<file path="src/rtl/comandos_pkg.sv">
// Shared constants for the UART command link: FSM states, command codes, status codes.
// Used by escalonador_comandos and contador_timeout.
package comandos_pkg;

    localparam int unsigned LARGURA_BYTE     = 8;
    localparam int unsigned LARGURA_ENDERECO = 5;
    localparam int unsigned LARGURA_CONTADOR = 27;

    typedef enum logic [2:0] {
        ESPERA_B1  = 3'd0,
        ESPERA_B2  = 3'd1,
        VALIDA     = 3'd2,
        REQ_SENSOR = 3'd3,
        ENVIA_B1   = 3'd4,
        AGUARDA_B1 = 3'd5,
        ENVIA_B2   = 3'd6,
        AGUARDA_B2 = 3'd7
    } estado_t;

    localparam logic [LARGURA_BYTE-1:0] CMD_STATUS      = 8'h00;
    localparam logic [LARGURA_BYTE-1:0] CMD_TEMPERATURA = 8'h01;
    localparam logic [LARGURA_BYTE-1:0] CMD_UMIDADE     = 8'h02;

    localparam logic [LARGURA_BYTE-1:0] STATUS_CMD_INVALIDO = 8'hFF;
    localparam logic [LARGURA_BYTE-1:0] STATUS_END_INVALIDO = 8'hFE;
    localparam logic [LARGURA_BYTE-1:0] STATUS_ERRO_SENSOR  = 8'h1F;
    localparam logic [LARGURA_BYTE-1:0] STATUS_TIMEOUT      = 8'h1E;
    localparam logic [LARGURA_BYTE-1:0] STATUS_OK_BASE      = 8'h08;

    // Two-byte response sent back over the UART: status first, then data.
    typedef struct packed {
        logic [LARGURA_BYTE-1:0] status;
        logic [LARGURA_BYTE-1:0] dado;
    } resposta_t;

    function automatic logic comando_valido(input logic [LARGURA_BYTE-1:0] cmd);
        return (cmd == CMD_STATUS) || (cmd == CMD_TEMPERATURA) || (cmd == CMD_UMIDADE);
    endfunction

endpackage

</file>
<file path="src/rtl/contador_timeout.sv">
// Free-running timeout counter with clear priority over enable.
// o_fim_c flags the terminal count TERMINAL-1 combinationally.
module contador_timeout
    import comandos_pkg::*;
#(
    parameter int unsigned TERMINAL = 1000
) (
    input  logic i_clock,
    input  logic i_reset,
    input  logic i_limpar,
    input  logic i_habilitar,
    output logic o_fim_c
);

    logic [LARGURA_CONTADOR-1:0] r_contagem;

    always_ff @(posedge i_clock) begin
        if (i_reset || i_limpar) begin
            r_contagem <= '0;
        end else if (i_habilitar) begin
            r_contagem <= r_contagem + LARGURA_CONTADOR'(1);
        end
    end

    assign o_fim_c = (r_contagem == LARGURA_CONTADOR'(TERMINAL - 1));

endmodule

</file>
<file path="src/rtl/escalonador_comandos.sv">
// Sequences one UART command -> sensor request -> 2-byte UART response transaction.
// Define TIMEOUT_BYTE_EN to discard a lone first byte after CLOCKS_TIMEOUT_BYTE idle cycles.
module escalonador_comandos
    import comandos_pkg::*;
#(
    parameter int unsigned NUM_SENSORES          = 32,
`ifdef TIMEOUT_BYTE_EN
    parameter int unsigned CLOCKS_TIMEOUT_BYTE   = 50_000_000,
`endif
    parameter int unsigned CLOCKS_TIMEOUT_SENSOR = 100_000_000
) (
    input  logic                        clock,
    input  logic                        reset,
    input  logic                        byteRecebido,
    input  logic [LARGURA_BYTE-1:0]     dadoRecebido,
    output logic                        sensorRequisicao,
    output logic [LARGURA_BYTE-1:0]     sensorComando,
    output logic [LARGURA_ENDERECO-1:0] sensorEndereco,
    input  logic                        sensorPronto,
    input  logic                        sensorErro,
    input  logic [LARGURA_BYTE-1:0]     sensorDado,
    output logic                        txIniciar,
    output logic [LARGURA_BYTE-1:0]     txByte,
    input  logic                        txConcluido,
    output logic                        ocupado
);

    estado_t                     r_estado;
    logic [LARGURA_BYTE-1:0]     r_comando;
    logic [LARGURA_BYTE-1:0]     r_endereco;
    resposta_t                   r_resposta;
    logic                        r_sensor_requisicao;
    logic [LARGURA_BYTE-1:0]     r_sensor_comando;
    logic [LARGURA_ENDERECO-1:0] r_sensor_endereco;
    logic                        r_tx_iniciar;
    logic [LARGURA_BYTE-1:0]     r_tx_byte;
    logic                        r_ocupado;

    // Counters run only inside their state, so leaving/entering a state clears them.
    logic w_conta_sensor;
    logic w_fim_sensor;

    assign w_conta_sensor = (r_estado == REQ_SENSOR);

    contador_timeout #(
        .TERMINAL (CLOCKS_TIMEOUT_SENSOR)
    ) u_timeout_sensor (
        .i_clock     (clock),
        .i_reset     (reset),
        .i_limpar    (!w_conta_sensor),
        .i_habilitar (w_conta_sensor),
        .o_fim_c     (w_fim_sensor)
    );

`ifdef TIMEOUT_BYTE_EN
    logic w_conta_byte;
    logic w_fim_byte;

    assign w_conta_byte = (r_estado == ESPERA_B2);

    contador_timeout #(
        .TERMINAL (CLOCKS_TIMEOUT_BYTE)
    ) u_timeout_byte (
        .i_clock     (clock),
        .i_reset     (reset),
        .i_limpar    (!w_conta_byte),
        .i_habilitar (w_conta_byte),
        .o_fim_c     (w_fim_byte)
    );
`endif

    always_ff @(posedge clock) begin
        if (reset) begin
            r_estado            <= ESPERA_B1;
            r_comando           <= '0;
            r_endereco          <= '0;
            r_resposta          <= '0;
            r_sensor_requisicao <= 1'b0;
            r_sensor_comando    <= '0;
            r_sensor_endereco   <= '0;
            r_tx_iniciar        <= 1'b0;
            r_tx_byte           <= '0;
            r_ocupado           <= 1'b0;
        end else begin
            r_tx_iniciar <= 1'b0;
            case (r_estado)
                ESPERA_B1: begin
                    if (byteRecebido) begin
                        r_comando <= dadoRecebido;
                        r_ocupado <= 1'b1;
                        r_estado  <= ESPERA_B2;
                    end
                end
                ESPERA_B2: begin
                    if (byteRecebido) begin
                        r_endereco <= dadoRecebido;
                        r_estado   <= VALIDA;
                    end
`ifdef TIMEOUT_BYTE_EN
                    else if (w_fim_byte) begin
                        r_comando <= '0;
                        r_ocupado <= 1'b0;
                        r_estado  <= ESPERA_B1;
                    end
`endif
                end
                VALIDA: begin
                    if (!comando_valido(r_comando)) begin
                        r_resposta   <= '{status: STATUS_CMD_INVALIDO, dado: 8'h00};
                        r_tx_byte    <= STATUS_CMD_INVALIDO;
                        r_tx_iniciar <= 1'b1;
                        r_estado     <= ENVIA_B1;
                    end else if (32'(r_endereco) >= NUM_SENSORES) begin
                        r_resposta   <= '{status: STATUS_END_INVALIDO, dado: 8'h00};
                        r_tx_byte    <= STATUS_END_INVALIDO;
                        r_tx_iniciar <= 1'b1;
                        r_estado     <= ENVIA_B1;
                    end else begin
                        r_sensor_requisicao <= 1'b1;
                        r_sensor_comando    <= r_comando;
                        r_sensor_endereco   <= r_endereco[LARGURA_ENDERECO-1:0];
                        r_estado            <= REQ_SENSOR;
                    end
                end
                // sensorPronto is checked first so it wins over a same-cycle timeout.
                REQ_SENSOR: begin
                    if (sensorPronto) begin
                        r_sensor_requisicao <= 1'b0;
                        r_tx_iniciar        <= 1'b1;
                        r_estado            <= ENVIA_B1;
                        if (sensorErro) begin
                            r_resposta <= '{status: STATUS_ERRO_SENSOR, dado: 8'h00};
                            r_tx_byte  <= STATUS_ERRO_SENSOR;
                        end else begin
                            r_resposta <= '{status: STATUS_OK_BASE | r_comando, dado: sensorDado};
                            r_tx_byte  <= STATUS_OK_BASE | r_comando;
                        end
                    end else if (w_fim_sensor) begin
                        r_sensor_requisicao <= 1'b0;
                        r_resposta          <= '{status: STATUS_TIMEOUT, dado: 8'h00};
                        r_tx_byte           <= STATUS_TIMEOUT;
                        r_tx_iniciar        <= 1'b1;
                        r_estado            <= ENVIA_B1;
                    end
                end
                ENVIA_B1: begin
                    r_estado <= AGUARDA_B1;
                end
                AGUARDA_B1: begin
                    if (txConcluido) begin
                        r_tx_byte    <= r_resposta.dado;
                        r_tx_iniciar <= 1'b1;
                        r_estado     <= ENVIA_B2;
                    end
                end
                ENVIA_B2: begin
                    r_estado <= AGUARDA_B2;
                end
                AGUARDA_B2: begin
                    if (txConcluido) begin
                        r_ocupado <= 1'b0;
                        r_estado  <= ESPERA_B1;
                    end
                end
                default: begin
                    r_sensor_requisicao <= 1'b0;
                    r_ocupado           <= 1'b0;
                    r_estado            <= ESPERA_B1;
                end
            endcase
        end
    end

    assign sensorRequisicao = r_sensor_requisicao;
    assign sensorComando    = r_sensor_comando;
    assign sensorEndereco   = r_sensor_endereco;
    assign txIniciar        = r_tx_iniciar;
    assign txByte           = r_tx_byte;
    assign ocupado          = r_ocupado;

endmodule

</file>
<file path="config.mk">
export PLATFORM = sky130hd
export DESIGN_NAME = escalonador_comandos
export DESIGN_NICKNAME = d
export VERILOG_FILES = /design/src/rtl/comandos_pkg.sv /design/src/rtl/contador_timeout.sv /design/src/rtl/escalonador_comandos.sv
export SDC_FILE = /design/constraint.sdc
export NUM_CORES = 1
export LEC_CHECK = 0
export ABC_CLOCK_PERIOD_IN_PS = 2150
export CAP_MARGIN = 20
export CORE_ASPECT_RATIO = 1.1
export CORE_MARGIN = 10
export CORE_UTILIZATION = 47
export CTS_BUF_LIST = sky130_fd_sc_hd__clkbuf_4
export DETAILED_ROUTE_END_ITERATION = 10
export PLACE_DENSITY_LB_ADDON = 0.3
export SYNTH_ARGS = -nofsm -noshare
export SYNTH_HDL_FRONTEND = slang
export SYNTH_SLANG_ARGS = --single-unit
</file>
<file path="constraint.sdc">
create_clock -name clock -period 2.15 [get_ports clock]
set_input_delay 0.3225 -clock clock [delete_from_list [all_inputs] [get_ports clock]]
set_output_delay 0.3225 -clock clock [all_outputs]
set_load 0.01 [all_outputs]
</file>
==> impl_metrics.json, run 1 <==
{
  "insertion_delay_ps": 420,
  "relSlewSlack_pct": 45.65,
  "final_hold_viol_count": 0,
  "grt_overflow_total": 0,
  "crit_buf_inv": 0,
  "instances_no_fill": 503,
  "drt-pass1-iter-count": 4,
  "synth_cells": 369,
  "cap_violations": 0,
  "antenna_found_initial": 0,
  "synth_largest_area_cell": "dfxtp_1",
  "final_common_cell": "dfxtp_1",
  "grt_pass1_vias": 2665,
  "grt_use_total_pct": 14.18,
  "nets": 439,
  "fp.dieH_um": 107.4,
  "cts_resized": 0,
  "portBuffers": 45,
  "slowest_delay_ps": 400,
  "drive_above_1_share_pct": 9.264,
  "gp_congestion": 0.8301,
  "status": "completed",
  "clkSinkCount": 78,
  "p_per_area_nw_per_um2": 755.0,
  "yosysTopAreaCellShare_pct": 47.87,
  "synthDistinctLibCells": 47,
  "syn_area_per_cell_um2": 8.840,
  "fin_crit_ps": 1981,
  "drc_errors": 0,
  "final_cell_mix": "dfxtp_1, nand2_1, clkdlybuf4s50_1",
  "rsz0062_at_grt": "false",
  "worst_pin_slew_ps": 809.0,
  "fp.dieArea_um2": 10680,
  "ios": 46,
  "synth_seq_area_share_pct": 47.87,
  "cts_tree": "built",
  "period_share_pct": 92.15,
  "core_um2": 6671,
  "ctsHoldBuffers": 0,
  "crit_family": "compound AO/OA/AOI/OAI gates",
  "clk_pin_slew_ps": 120,
  "timing.critical_path.arrival_ps": 2300,
  "max_freq_mhz": 504.7,
  "ant_nets": 0,
  "clockRootBuffer": "clkbuf_4",
  "ys_top_cells_by_area": "dfxtp_1, nand2_1, nor2_1, a21oi_1, xnor2_1",
  "yosysWarnings": 0,
  "max-vdd-ir-drop_v": 0.0004932,
  "drt_iter0_drc": 135,
  "num_rows": 31,
  "syn_area_um2": 3262,
  "clock_path_buffers": 2,
  "critPathLaunchType": "flop",
  "syn_nets": 392,
  "crit_type": "reg2reg",
  "power_leakage_nw": 1.465,
  "area_delta_synth_final_pct": 21.94,
  "num_antenna_cells": 0,
  "finalWirelength_um": 7281,
  "holdWs_ps": 466.9,
  "dieWidth_um": 99.43,
  "ys_ff_latch": 78,
  "cp-end-kind": "flop",
  "worstPathRequired_ps": 2470,
  "post-dp-hpwl_um": 5356,
  "maxSlewViolCount": 0,
  "setup-violations-final": 0,
  "vias": 2724,
  "crit_slowest_cell": "dfxtp_1",
  "hp-class": "in2reg",
  "wl_per_cell_um": 14.48,
  "vias_per_cell": 5.416,
  "post_cts.repair.setup_buffers": 0,
  "path_cells": "ha_1 > and3_1 > nand4_1 > o211ai_4 > nand2_2 > o311a_1",
  "dp_cells": 487,
  "clock_skew_ps": 13.19,
  "grt_max_degree": 31,
  "cts_buffers": 9,
  "crit_fanout": 9,
  "initial_core_util_pct": 48.89,
  "fin_setup_tns_ps": 0,
  "htreeDepth": 3,
  "grt_pass1_wl_um": 12540
}
[cell type report]
type | count | area [um^2]
Timing Repair Buffer | 54 | 518.0
Clock inverter | 5 | 83.83
Tap cell | 82 | 102.6
Multi-Input combinational cell | 263 | 1592
Fill cell | 610 | 2694
Inverter | 10 | 37.54
Sequential cell | 78 | 1562
Clock buffer | 11 | 82.58
[stage by stage]
step	utilization [%]	total power, mW	setup slack (ps)	area (um^2)
CTS	59.49	3.032	117.1	3969
detailed placement	57.00	2.036	158.7	3802
finish	59.62	3.003	168.7	3978
global placement	57.00	2.030	197.1	3802
global route	59.62	3.152	2.480	3978
floorplan	-	1.859	288.2	3262
[state kept, by name (all words and copies together) (netlist names)]
register	flops
ocupado	1
r_comando	8
r_estado	3
txIniciar	1
r_endereco	8
sensorEndereco	5
sensorRequisicao	1
txByte	8
r_resposta	8
sensorComando	8
u_timeout_sensor.r_contagem	27
[per-layer routing]
layer  vias up  part of all wire [%]  global-route usage, %
met5         -                     0                      0
met4         0                   1.6                  6.045
met3        12                   4.5                  4.560
met2        58                    51                  23.79
met1      1268                    43                  16.14
li1       1386                     -                      -
[worst reg2reg max path, stage by stage, from the launching register on]
cell and delay, ps:
dfxtp_1 400, ha_1 220, and3_1 200, nand4_1 200, o211ai_4 360, nand2_2 150, o311a_1 370
[power by group]
part	switching [mW]	internal [mW]	leakage, nW
Sequential	0.0571	1.51	0.631
Clock	0.495	0.500	0.0833
Combinational	0.233	0.209	0.750
Total	0.786	2.22	1.47
[path summary, 6_finish.rpt]
kind | from | to | slack, ps | cells after the start
setup / recovery | u_timeout_sensor.r_contagem[0] | txByte[0] | 170 | 6
hold / removal | dadoRecebido[1] | r_endereco[1] | 470 | 3
setup reg to reg | u_timeout_sensor.r_contagem[0] | txByte[0] | 170 | 6
hold reg to reg | r_endereco[1] | r_endereco[1] | 470 | 2
[cells by family (layout without fill, tap and decap cells)]
group | after synthesis | after routing | synth area share, %
simple gates | 169 | 169 | 26.39
flops | 78 | 78 | 47.87
compound gates | 64 | 64 | 13.69
buf+inv | 28 | 80 | 3.606
xor+xnor | 22 | 22 | 5.907
mux | 7 | 7 | 2.148
fa+ha+maj | 1 | 1 | 0.3835
[synth_stat cells, drive strengths merged]
| library cell | count |
|---|---|
| a211o | 1 |
| a21o | 2 |
| a21oi | 27 |
| a221oi | 5 |
| a22o | 9 |
| a22oi | 3 |
| a31oi | 1 |
| and2 | 1 |
| and3 | 12 |
| and3b | 3 |
| and4 | 3 |
| buf | 5 |
| clkbuf | 13 |
| dfxtp | 78 |
| ha | 1 |
| inv | 10 |
| mux2i | 7 |
| nand2 | 52 |
| nand2b | 1 |
| nand3 | 14 |
| nand4 | 8 |
| nand4b | 1 |
| nor2 | 45 |
| nor2b | 2 |
| nor3 | 12 |
| nor3b | 3 |
| nor4 | 2 |
| nor4b | 2 |
| o211ai | 1 |
| o21ai | 6 |
| o21ba | 1 |
| o221a | 1 |
| o311a | 1 |
| o31ai | 3 |
| o32ai | 3 |
| or3 | 4 |
| or4 | 4 |
| xnor2 | 13 |
| xor2 | 9 |
No activity file was read; power rests on OpenSTA's default activity.
==> run 2: changes to the inputs <==
Settings changed: CTS_CLUSTER_DIAMETER from default to 100.
==> results of run 2 <==
Same layout as run 1: the final DEF is identical, and so are final timing and power.
